[config.mk]
export PLATFORM = sky130hd
export DESIGN_NAME = pc_ctrl
export DESIGN_NICKNAME = d
export VERILOG_FILES = /design/src/rtl/pc_ctrl.sv
export SDC_FILE = /design/constraint.sdc
export NUM_CORES = 1
export LEC_CHECK = 0
export BUFFER_PORTS_ARGS = -buffer_cell sky130_fd_sc_hd__clkbuf_2
export CAP_MARGIN = 0
export CORE_MARGIN = 5
export CORE_UTILIZATION = 30
export DETAILED_ROUTE_END_ITERATION = 8
export GPL_TIMING_DRIVEN = 0
export SYNTH_ARGS = -nofsm -noshare
export SYNTH_HDL_FRONTEND = slang
export SYNTH_SLANG_ARGS = --single-unit
[constraint.sdc]
create_clock -name clk -period 1.85 [get_ports clk]
set_clock_uncertainty 0.15 [all_clocks]
set_input_delay 0.0925 -clock clk [delete_from_list [all_inputs] [get_ports clk]]
set_output_delay 0.0925 -clock clk [all_outputs]
set_load 0.02 [all_outputs]
[src/rtl/pc_ctrl.sv]
// Program counter controller: BOOT/RUN/HALT sequencing with trap, mret, branch and stall handling.
// Optional macro PC_MISALIGN_CHK_EN turns misaligned branch targets into traps and adds the misalign output.
//
// state | meaning
// BOOT  | one settling cycle after reset, pc held, no fetch
// RUN   | fetching; requests resolved trap > mret > branch > halt > stall > pc+4
// HALT  | debug halt, pc held, only resume is honoured
module pc_ctrl #(
    parameter logic [31:0] RESET_VEC = 32'h0000_0000,
    parameter logic [31:0] TRAP_VEC  = 32'h0000_0100
) (
    input  logic        clk,
    input  logic        rst,
    input  logic        stall,
    input  logic        br_taken,
    input  logic [31:0] br_target,
    input  logic        trap_req,
    input  logic        mret,
    input  logic        halt_req,
    input  logic        resume,
    output logic [31:0] pc,
    output logic [31:0] epc,
    output logic        fetch_valid,
    output logic        redirect,
`ifdef PC_MISALIGN_CHK_EN
    output logic        misalign,
`endif
    output logic [1:0]  state
);

    localparam logic [1:0] S_BOOT = 2'd0;
    localparam logic [1:0] S_RUN  = 2'd1;
    localparam logic [1:0] S_HALT = 2'd2;

    logic [1:0]  r_state;
    logic [1:0]  w_state_nxt;
    logic [31:0] r_pc;
    logic [31:0] r_epc;
    logic        r_redirect;
    logic [31:0] w_pc_nxt;
    logic [31:0] w_epc_nxt;
    logic        w_redirect_nxt;
    logic        w_misalign_nxt;
    logic        w_to_halt;
    logic        w_br_misaligned;
    logic [31:0] w_br_tgt;
    logic [31:0] w_mret_tgt;

`ifdef PC_MISALIGN_CHK_EN
    logic        r_misalign;
    assign w_br_misaligned = (br_target[1:0] != 2'b00);
    assign w_br_tgt        = br_target;
    assign w_mret_tgt      = r_epc;
    assign misalign        = r_misalign;
`else
    // Without the checker, targets are silently word-aligned.
    assign w_br_misaligned = 1'b0;
    assign w_br_tgt        = br_target & ~32'h3;
    assign w_mret_tgt      = r_epc & ~32'h3;
`endif

    assign w_to_halt = halt_req & ~trap_req & ~mret & ~br_taken;

    always_ff @(posedge clk) begin
        if (rst) begin
            r_state <= S_BOOT;
        end else begin
            r_state <= w_state_nxt;
        end
    end

    always_comb begin
        w_state_nxt = r_state;
        case (r_state)
            S_BOOT:  w_state_nxt = S_RUN;
            S_RUN:   if (w_to_halt) w_state_nxt = S_HALT;
            S_HALT:  if (resume) w_state_nxt = S_RUN;
            default: w_state_nxt = S_BOOT;
        endcase
    end

    always_comb begin
        w_pc_nxt       = r_pc;
        w_epc_nxt      = r_epc;
        w_redirect_nxt = 1'b0;
        w_misalign_nxt = 1'b0;
        fetch_valid    = 1'b0;
        if (r_state == S_RUN) begin
            fetch_valid = ~w_to_halt & ~rst;
            if (trap_req) begin
                w_epc_nxt      = r_pc;
                w_pc_nxt       = TRAP_VEC;
                w_redirect_nxt = 1'b1;
            end else if (mret) begin
                w_pc_nxt       = w_mret_tgt;
                w_redirect_nxt = 1'b1;
            end else if (br_taken) begin
                w_redirect_nxt = 1'b1;
                if (w_br_misaligned) begin
                    w_epc_nxt      = r_pc;
                    w_pc_nxt       = TRAP_VEC;
                    w_misalign_nxt = 1'b1;
                end else begin
                    w_pc_nxt = w_br_tgt;
                end
            end else if (!halt_req && !stall) begin
                w_pc_nxt = r_pc + 32'd4;
            end
        end
    end

    always_ff @(posedge clk) begin
        if (rst) begin
            r_pc       <= RESET_VEC;
            r_epc      <= RESET_VEC;
            r_redirect <= 1'b0;
        end else begin
            r_pc       <= w_pc_nxt;
            r_epc      <= w_epc_nxt;
            r_redirect <= w_redirect_nxt;
        end
    end

`ifdef PC_MISALIGN_CHK_EN
    always_ff @(posedge clk) begin
        if (rst) r_misalign <= 1'b0;
        else     r_misalign <= w_misalign_nxt;
    end
`else
    logic w_misalign_unused;
    assign w_misalign_unused = w_misalign_nxt;
`endif

    assign pc       = r_pc;
    assign epc      = r_epc;
    assign redirect = r_redirect;
    assign state    = r_state;

endmodule

# Yosys cells after proc, flatten, opt, wreduce, memory -nomap -nowiden
# Cells that the tools add are included.
# totals
ff_bits	67
latchBits	0
ramBits	0
rom_bits	0
input_bits	40
out_inout_bits	68
word_cells	39
n_memories	0
# op_classes
n_addsub	1
mul	0
div	0
n_lt_le_gt_ge	0
eq_ne	4
n_shift	0
mux	11
n_bitwise	10
reduce_logical	9
# op_table
cell	count
$mux 32	4
$add 32x3->32 const B	1
$not 1->1	6
$pmux 2 s3	1
$reduce_and 2->1	3
$and 1x1->1	4
$mux 1	4
$mux 2	2
$ne 2x2->1 const B	2
$reduce_bool 4->1	1
$eq 2x1->1 const B	1
$eq 2x2->1 const B	1
$logic_not 1->1	2
$logic_not 2->1	1
$reduce_or 2->1	1
$logic_and 1x1->1	1

# Longest topological paths before layout
# Gate-level depths: netlist of run 1.
# logic_depth
depth_word	7
mapped_depth	8

# Worst setup path before layout of run 1
# No wires, ideal clock.
# synth_timing
path_type	reg-to-reg
start	register r_pc[2], in the netlist pc[2]
end	register r_pc[20], in the netlist pc[20]
setup_ps	118
arrival_time_ps	1941
t_required_ps	1582
path_slack_ps	-359
path_stages_with_launch	7
path_buffers	0
path_cell_list	dfxtp_1 ha_1 nand4_1 or4_4 or3_1 a21oi_1 o2bb2ai_1
# synth_between
elab_chain_len	5
# synth_lines
element	line	rtl
start: declaration	37	logic [31:0] r_pc;
start signal: assignment	118	r_pc <= w_pc_nxt;
$add 32x3->32	107	w_pc_nxt = r_pc + 32'd4;
$mux 32	106	end else if (!halt_req && !stall) begin
$mux 32	97	end else if (br_taken) begin
$mux 32	94	end else if (mret) begin
$mux 32	90	if (trap_req) begin
# No other way between the ends. The select of a mux whose other input is x is not followed.
# A chain may end at the register's enable or synchronous reset.

# Worst setup path in the final report of run 1
# layout_timing
start	register r_pc[3], in the netlist pc[3]
end	register r_pc[20], in the netlist pc[20]
# Same word-level chain as after synthesis.

==> out/metrics.yaml, run 1 <==
status:
  status: "complete, but fails checks"
  failed_checks: "negative setup slack"
sta:
  post-route-min-period_ns: 2.02
  report.final.slew_viol_count: 0
  slew_headroom_pct: 45.1
  tightest_slew_ns: 0.823
  final_hold_viol_count: 0
  hold_slack_ns: 0.00802
  period_share_pct: 109
  setup_viol: 15
  fin_ws_ns: -0.175
  grt_setup_unrepaired: "true"
  fmax_ghz: 0.494
pwr:
  fin_total_pwr_mw: 3.54
  ir_drop_mv: 0.478
  power_density_nw_per_um2: 669
  leakagePower_nw: 2.13
logic_synthesis:
  synth_compound_area_share_pct: 27.8
  syn_inst: 459
  yosysSeqAreaShare_pct: 35.9
  ys_ff_latch: 63
  synth_top_family_by_area: "compound AO/OA/AOI/OAI gates"
  synth_xor_area_share_pct: 1.50
  synthSimpleGateAreaFrac_pct: 26.2
  async_flop_share_pct: 0
  ys_types: 59
  yosys.area_share.adder_pct: 0.356
  synth-edff-count: 0
  synthFlopType: "dfxtp_1"
  yosysWarnings: 0
  synthesis.area_um2: 3510
  avgSynthCellArea_um2: 7.66
  synth.area.mux_share_pct: 1.99
drt:
  wl_per_cell_um: 19.2
  ant_nets: 0
  vias: 4329
  drt-initial-drc-count: 477
  via_per_inst: 5.64
  drt-total-wl_mm: 14.7
  first_pass_iters: 5
  drcViolationCount: 0
clock_tree:
  cts_tree: "yes"
  clock_sinks: 63
  clk_pin_slew_worst_paths_ns: 0.06
  clkLatencyLatePin_ns: 0.34
  cts_buffer_depth: 2
  clock-root-buffer: "clkbuf_16"
  cts_max_level: 3
  cts_made_buffers: 9
grt:
  grt_pass1_vias: 4199
  grt_first_pass_wirelength_mm: 22.7
  grt_max_degree: 12
  grt_use_total_pct: 20.5
  grt_antenna_before_repair: 0
  grt_overflow: 0
critical_path:
  cp.arrival_ns: 2.14
  crit_slowest_cell: "or4_4"
  endpoint_kind: "flop"
  startpoint: "pc[3]"
  path_cells: "ha_4 > nand4_1 > or4_4 > or3_4 > o21ai_2 > o2bb2ai_1"
  crit_type: "flop to flop"
  path_max_fanout: 5
  r2r_start: "pc[3]"
  critPathRequiredTime_ns: 1.97
  crit_path_start_kind: "flop"
  max_stage_delay_ns: 0.50
hold_path:
  hold_class: "primary input to flop"
  hp-start: "br_target[6]"
place:
  place_congestion: 0.865
  io_buffers: 99
  dp_slack_ns: -0.674
  dpl.hpwl_mm: 10.2
cells_and_area:
  antenna_cells: 0
  syn_to_final_growth_pct: 50.5
  final_common_cell: "clkbuf_2"
  finalNetCount: 660
  drive_above_1_share_pct: 38.5
  final_cell_mix: "clkbuf_2 (105), nand2_1 (83), a21oi_1 (42)"
floorplanning:
  fp.dieW_um: 118
  pin_count: 108
  die_area_um2: 14000
  start_util_pct: 30.6
  core-area_um2: 11500
  num_rows: 39
  fp.dieH_um: 118
run:
  max_cap_viol_count: 0
## kinds of logic after synthesis
kind of cell	count (synthesis)
xor+xnor	6
simple gates	190
compound gates	145
buf+inv	46
flops	63
other cells	1
mux	7
fa+ha+maj	1
## path summary, 6_finish.rpt
path / end / slack, ns / cells past startpoint
max reg2reg: pc[20] / -0.17 / 6
max: pc[20] / -0.17 / 6
min reg2reg: epc[17] / 0.33 / 2
min: pc[6] / 0.008 / 3
## report_power, final
group | switching, mW | total [mW] | internal, mW
clock | 0.623 | 1.52 | 0.892
combinational | 0.348 | 0.577 | 0.228
sequential | 0.0623 | 1.45 | 1.39
## flip-flops by register name (all words and copies together) (netlist names)
register and cells:
redirect 1, epc 30, pc 30, state 2
## area by class of cell
cell class / count / area (um^2)
fill: 1088 / 6180
buffer: 27 / 155
tap: 143 / 179
clock buffer: 11 / 233
sequential: 63 / 1330
inverter: 11 / 42.5
clock inverter: 5 / 25.0
timing repair buffer: 154 / 975
multi-input combinational: 353 / 2350
## Yosys cell counts (6+ instances only)
cell type  count  share of area, %
nor2_1        29               3.1
a21oi_1       43               6.1
o22ai_1        9               1.6
o21ai_0       24               3.4
dfxtp_1       63                36
a22o_1         8               2.0
a22oi_1       11               2.3
xnor2_1        6               1.5
inv_1         10               1.1
o221ai_1       7               1.7
nand4_1       12               2.1
nand2b_1       8               1.4
mux2i_1        7               2.0
buf_4          8               1.7
nor3_1        11               1.6
o2bb2ai_1      6               1.5
nand2_1       85               9.1
clkbuf_1      18               1.9
nand3_1        9               1.3
## stage by stage
| step | utilization, % | cell area (um^2) | TNS [ns] | std cells |
|---|---|---|---|---|
| floorplan | - | 3700 | -0.487 | 462 |
| global placement | 38.1 | 4370 | -13.38 | 704 |
| detailed placement | 38.1 | 4370 | -13.24 | 704 |
| CTS | 44.3 | 5080 | -0.700 | 755 |
| global route | 46.1 | 5290 | -1.85 | 767 |
| finish | 46.1 | 5290 | -0.912 | 767 |
## critical path, delay by kind of cell, from the launching register on
family / cells / cell delay (ns)
simple gates: 3 / 1.01
flops: 1 / 0.37
compound gates: 2 / 0.27
fa+ha+maj: 1 / 0.14
## what timing repair did
| item | in CTS | in global routing |
|---|---|---|
| hold buffers | 19 | 0 |
| gates resized for setup | 43 | 35 |
| gates cloned | 0 | 0 |
| pin swaps | 12 | 15 |
| hold endpoints to repair | 21 | 0 |
| setup endpoints to repair | 38 | 49 |
| buffers inserted | 22 | 14 |
## layer usage
metal  track usage [%]  vias up  share of wire [%]
li1                  -     1994                  -
met2              33.6      206                 48
met3              5.06       34                7.5
met1              25.6     2095                 42
met4              8.32        0                2.7
met5                 0        -                  0
No activity file was read; power rests on OpenSTA's default activity.
==> inputs of run 2 (changes only) <==
CORE_UTILIZATION = 25   (was 30)
==> run 2 against run 1 <==
  * The flow finishes with violations (negative hold slack, negative setup slack)
  * First-iteration DRC count fell by 11%
  * Worst setup slack lost 0.053 ns
  * Core utilization shrank 7.6 points
  * Total power increased by 0.48%
  * Final area is 0.71% higher
  * Global-route usage shrank 2.6 points
  * Critical endpoint is now pc[28]
  * Critical path depth grew 2
  * Register-to-register slack got worse by 0.05 ns
  * Sequential power hardly changed
  * Combinational power is 1% lower
==> out/metrics.yaml, run 2 (synthesis results as in run 1) <==
sta:
  report.final.slew_viol_count: 0
  slew_headroom_pct: 48.6
  setup_viol: 12
  final_hold_viol_count: 1
  hold_slack_ns: -0.0309
  fin_ws_ns: -0.228
  fmax_ghz: 0.481
  grt_setup_unrepaired: "true"
  post-route-min-period_ns: 2.08
  tightest_slew_ns: 0.768
  period_share_pct: 112
critical_path:
  reg2reg_depth: 8
  critPathBufInv: 2
  crit_type: "flop to flop"
  max_stage_delay_ns: 0.36
  path_cells: "ha_4 > nand4_1 > buf_4 > buf_4 > nor2_2 > a31oi_1 > o21ai_0 > o311ai_2"
  cp.arrival_ns: 2.14
  endpoint_kind: "flop"
  critPathRequiredTime_ns: 1.91
  rrSetupSlack_ns: -0.23
  cp_top_family: "compound AO/OA/AOI/OAI gates"
  rr_endpoint: "pc[28]"
  crit_slowest_cell: "dfxtp_4"
  cp_common_cell: "buf_4"
  r2r_start: "pc[2]"
  crit_path_start_kind: "flop"
  path_max_fanout: 4
drt:
  vias: 4287
  drt-initial-drc-count: 426
  drt-total-wl_mm: 15.1
  via_per_inst: 5.34
  wl_per_cell_um: 18.8
  first_pass_iters: 5
  ant_nets: 0
  drcViolationCount: 0
cells_and_area:
  finalNetCount: 659
  final_common_cell: "clkbuf_2"
  final_util_pct: 38.5
  syn_to_final_growth_pct: 51.5
  instances_no_fill: 803
  antenna_cells: 0
  final_cell_mix: "clkbuf_2 (103), nand2_1 (82), a21oi_1 (42)"
  drive_above_1_share_pct: 37.6
hold_path:
  min_path_cells: 3
  hold_class: "primary input to flop"
  hp-start: "br_target[31]"
  min_to: "pc[31]"
clock_tree:
  clkLatencyLatePin_ns: 0.34
  clock_sinks: 63
  clock-root-buffer: "clkbuf_16"
  cts_buffer_depth: 2
  cts_max_level: 3
  cts_made_buffers: 9
  clk_pin_slew_worst_paths_ns: 0.06
  cts_tree: "yes"
floorplanning:
  start_util_pct: 25.4
  core-area_um2: 13800
  die_area_um2: 16500
  fp.dieH_um: 129
  num_rows: 43
  pin_count: 108
  fp.dieW_um: 129
grt:
  grt_pass1_vias: 4068
  grt_use_total_pct: 17.9
  grt_max_degree: 11
  grt_antenna_before_repair: 0
  grt_overflow: 0
  grt_first_pass_wirelength_mm: 22.8
pwr:
  seqPwrFrac_pct: 40.9
  clockPowerShare_pct: 43.1
  ir_drop_mv: 0.387
  power_frac_comb_pct: 16.0
  power.switching_mw: 1.04
  intPower_mw: 2.52
  sw_frac_of_total_pct: 29.2
  power_density_nw_per_um2: 668
  fin_total_pwr_mw: 3.56
  leakagePower_nw: 2.13
status:
  status: "complete, but fails checks"
  failed_checks: "negative hold slack, negative setup slack"
place:
  place_inst: 741
  io_buffers: 99
  place_congestion: 0.866
  dpl.hpwl_mm: 10.8
  dp_slack_ns: -0.608
run:
  max_cap_viol_count: 0
run 2: cell types whose count changed in the layout (fill, tap and decap cells not counted), sizes merged:
cell | previous run | this run
dlygate4sd3 | 19 | 21
clkinv | 5 | 4
buf | 46 | 43
clkbuf | 127 | 128
run 2: area by class of cell:
type	count	area, um^2
Sequential cell	63	1320
Clock inverter	4	22.5
Timing Repair Buffer	152	998
Clock buffer	12	236
Multi-Input combinational cell	353	2320
Inverter	11	42.5
Buffer	28	156
Fill cell	1407	8500
Tap cell	180	225
run 2: layer usage:
metal	vias up	part of all wire [%]	track usage, %
met5	-	0	0
li1	1994	-	-
met4	0	1.9	5.74
met1	2070	41	22.2
met2	196	49	30.4
met3	27	8.0	4.52
run 2: worst max-delay path by stage:
stage / end / from / depth (start not counted) / slack, ns
final: pc[28] / pc[2] / 8 / -0.23
after global routing: pc[20] / pc[3] / 6 / -0.25
after CTS: pc[20] / pc[2] / 6 / -0.20
after detailed placement: pc[22] / mret / 7 / -0.61
after global placement: pc[22] / mret / 7 / -0.63
after floorplan: pc[20] / pc[2] / 6 / -0.1
run 2: what timing repair did:
item                       in CTS  in global routing
pin swaps                      10                 11
hold buffers                   21                  0
setup endpoints to repair      29                 34
gates resized for setup        25                 42
hold endpoints to repair       22                  0
setup buffers                  17                 15
run 2: power groups by stage:
| stage | Sequential (mW) | Combinational (mW) | Clock, mW |
|---|---|---|---|
| floorplan | 1.50 | 0.247 | 0 |
| global placement | 1.47 | 0.469 | 0 |
| detailed placement | 1.47 | 0.473 | 0 |
| CTS | 1.45 | 0.535 | 1.56 |
| global route | 1.46 | 0.611 | 1.63 |
| finish | 1.45 | 0.570 | 1.53 |
run 2: per-stage QoR:
step,area (um^2),TNS [ns]
2_1_floorplan,3700,-0.487
3_3_place_gp,4420,-12.15
3_5_place_dp,4420,-12.04
4_1_cts,5100,-1.50
5_1_grt,5330,-2.06
6_report,5330,-1.21
run 2: worst register-to-register path: stages, from the launching register on:
cell,delay [ns]
dfxtp_4,0.36
ha_4,0.14
nand4_1,0.11
buf_4,0.16
buf_4,0.13
nor2_2,0.29
a31oi_1,0.13
o21ai_0,0.31
o311ai_2,0.16
==> inputs of run 3 (changes only) <==
BUFFER_PORTS_ARGS = not set   (was -buffer_cell sky130_fd_sc_hd__clkbuf_2)
DONT_BUFFER_PORTS = 1   (was not set)
==> run 3 against run 2 <==
  * The flow still finishes with violations (negative hold slack, negative setup slack)
  * Worst setup slack lost 0.0049 ns
  * Total power is 1.7% lower
  * Flip-flop and latch count unchanged
  * Core utilization shrank 2.1 points
  * Critical path type unchanged
==> out/metrics.yaml, run 3 (synthesis results as in run 1) <==
place:
  dpl-instance-area_um2: 3920
  place_inst: 642
  dpl.hpwl_mm: 10.7
  place_congestion: 0.893
  io_buffers: 0
  dp_slack_ns: -0.550
drt:
  drt-initial-drc-count: 332
  drcViolationCount: 0
  first_pass_iters: 6
  via_per_inst: 5.59
  vias: 4014
  drt-total-wl_mm: 15.3
  wl_per_cell_um: 21.3
  ant_nets: 0
floorplanning:
  start_util_pct: 25.4
  core-area_um2: 13800
  num_rows: 43
  die_area_um2: 16500
  fp.dieW_um: 129
  pin_count: 108
  fp.dieH_um: 129
critical_path:
  crit_type: "flop to flop"
  critPathRequiredTime_ns: 1.93
  path_cells: "ha_4 > nand4_1 > or4_4 > or3_4 > a21oi_2 > o2bb2ai_1"
  rrSetupSlack_ns: -0.23
  crit_path_start_kind: "flop"
  max_stage_delay_ns: 0.49
  endpoint_kind: "flop"
  path_max_fanout: 8
  crit_slowest_cell: "or4_4"
  cp.arrival_ns: 2.16
sta:
  setup_viol: 19
  tightest_slew_ns: 0.812
  fmax_ghz: 0.480
  slew_headroom_pct: 45.9
  fin_ws_ns: -0.233
  post-route-min-period_ns: 2.08
  report.final.slew_viol_count: 0
  hold_slack_ns: -0.0137
  grt_setup_unrepaired: "true"
  final_hold_viol_count: 1
  period_share_pct: 113
clock_tree:
  clkLatencyLatePin_ns: 0.34
  cts_made_buffers: 9
  cts_max_level: 3
  clock-root-buffer: "clkbuf_16"
  cts_buffer_depth: 2
  clk_pin_slew_worst_paths_ns: 0.06
  cts_tree: "yes"
  clock_sinks: 63
grt:
  grt_max_degree: 11
  grt_use_total_pct: 18.1
  grt_pass1_vias: 4020
  grt_antenna_before_repair: 0
  grt_first_pass_wirelength_mm: 23.0
  grt_overflow: 0
hold_path:
  hold_class: "primary input to flop"
cells_and_area:
  final_cell_mix: "nand2_1 (83), a21oi_1 (42), dfxtp_1 (37)"
  antenna_cells: 0
  drive_above_1_share_pct: 25.8
  syn_to_final_growth_pct: 43.5
  finalNetCount: 575
  final_cell_area_um2: 5040
  instances_no_fill: 718
  final_common_cell: "nand2_1"
pwr:
  ir_drop_mv: 0.457
  fin_total_pwr_mw: 3.50
  leakagePower_nw: 1.76
  power_density_nw_per_um2: 693
status:
  failed_checks: "negative hold slack, negative setup slack"
  status: "complete, but fails checks"
run:
  max_cap_viol_count: 0
-- run 3: changes by cell type in the layout (fill, tap and decap cells not counted), moves of 3 or more --
cell,delta
o311ai_1,+3
buf_4,-4
o221ai_2,-3
dfxtp_1,-3
o311ai_2,-3
clkbuf_2,-98
dlygate4sd3_1,+11
dfxtp_4,+10
dfxtp_2,-7
-- run 3: area by class of cell --
cell class                      count  area (um^2)
Fill cell                        1373         8780
Tap cell                          180          225
Buffer                             32          209
Sequential cell                    63         1350
Clock buffer                       13          240
Inverter                           11         45.0
Clock inverter                      2         10.0
Multi-Input combinational cell    353         2340
Timing Repair Buffer               64          624
-- run 3: power breakdown --
group          internal, mW  switching, mW  leakage [nW]
registers              1.38          0.119         0.528
logic                 0.206          0.280          1.11
clock network         0.895          0.614         0.123
total                  2.48           1.01          1.76
-- run 3: stage by stage --
| stage | setup TNS, ns | utilization (%) |
|---|---|---|
| detailed placement | -11.69 | 28.4 |
| finish | -2.55 | 36.5 |
| global route | -3.76 | 36.5 |
| floorplan | -0.487 | - |
| CTS | -3.12 | 34.1 |
| global placement | -10.47 | 28.4 |
-- run 3: path summary, 6_finish.rpt --
| check | from | end | cells after the start |
|---|---|---|---|
| worst min register to register | pc[20] | pc[20] | 2 |
| worst max register to register | pc[3] | pc[20] | 6 |
| worst max-delay path | pc[3] | pc[20] | 6 |
| worst min-delay path | mret | pc[10] | 3 |
-- run 3: critical path: cells and delay by family, from the launching register on --
family                     cells  cell delay, ns
AOI/OAI and AO/OA              2            0.21
and+or+nand+nor                3            0.98
adders and majority gates      1            0.18
DFF                            1            0.45
-- run 3: repair_timing --
action                     CTS  global route
cloned                       1             1
resized for setup           41            47
pin swaps                   12            14
setup endpoints to repair   59            49
hold buffers                32             1
hold endpoints to repair    32             1
buffers inserted            13            17
-- run 3: routing by layer --
layer  global-route usage [%]  part of all wire, %  vias to the layer above
met1                     21.3                   38                     1929
li1                         -                    -                     1829
met3                     6.89                   11                       30
met2                     30.1                   49                      226
met5                        0                    0                        -
met4                     6.61                  1.9                        0
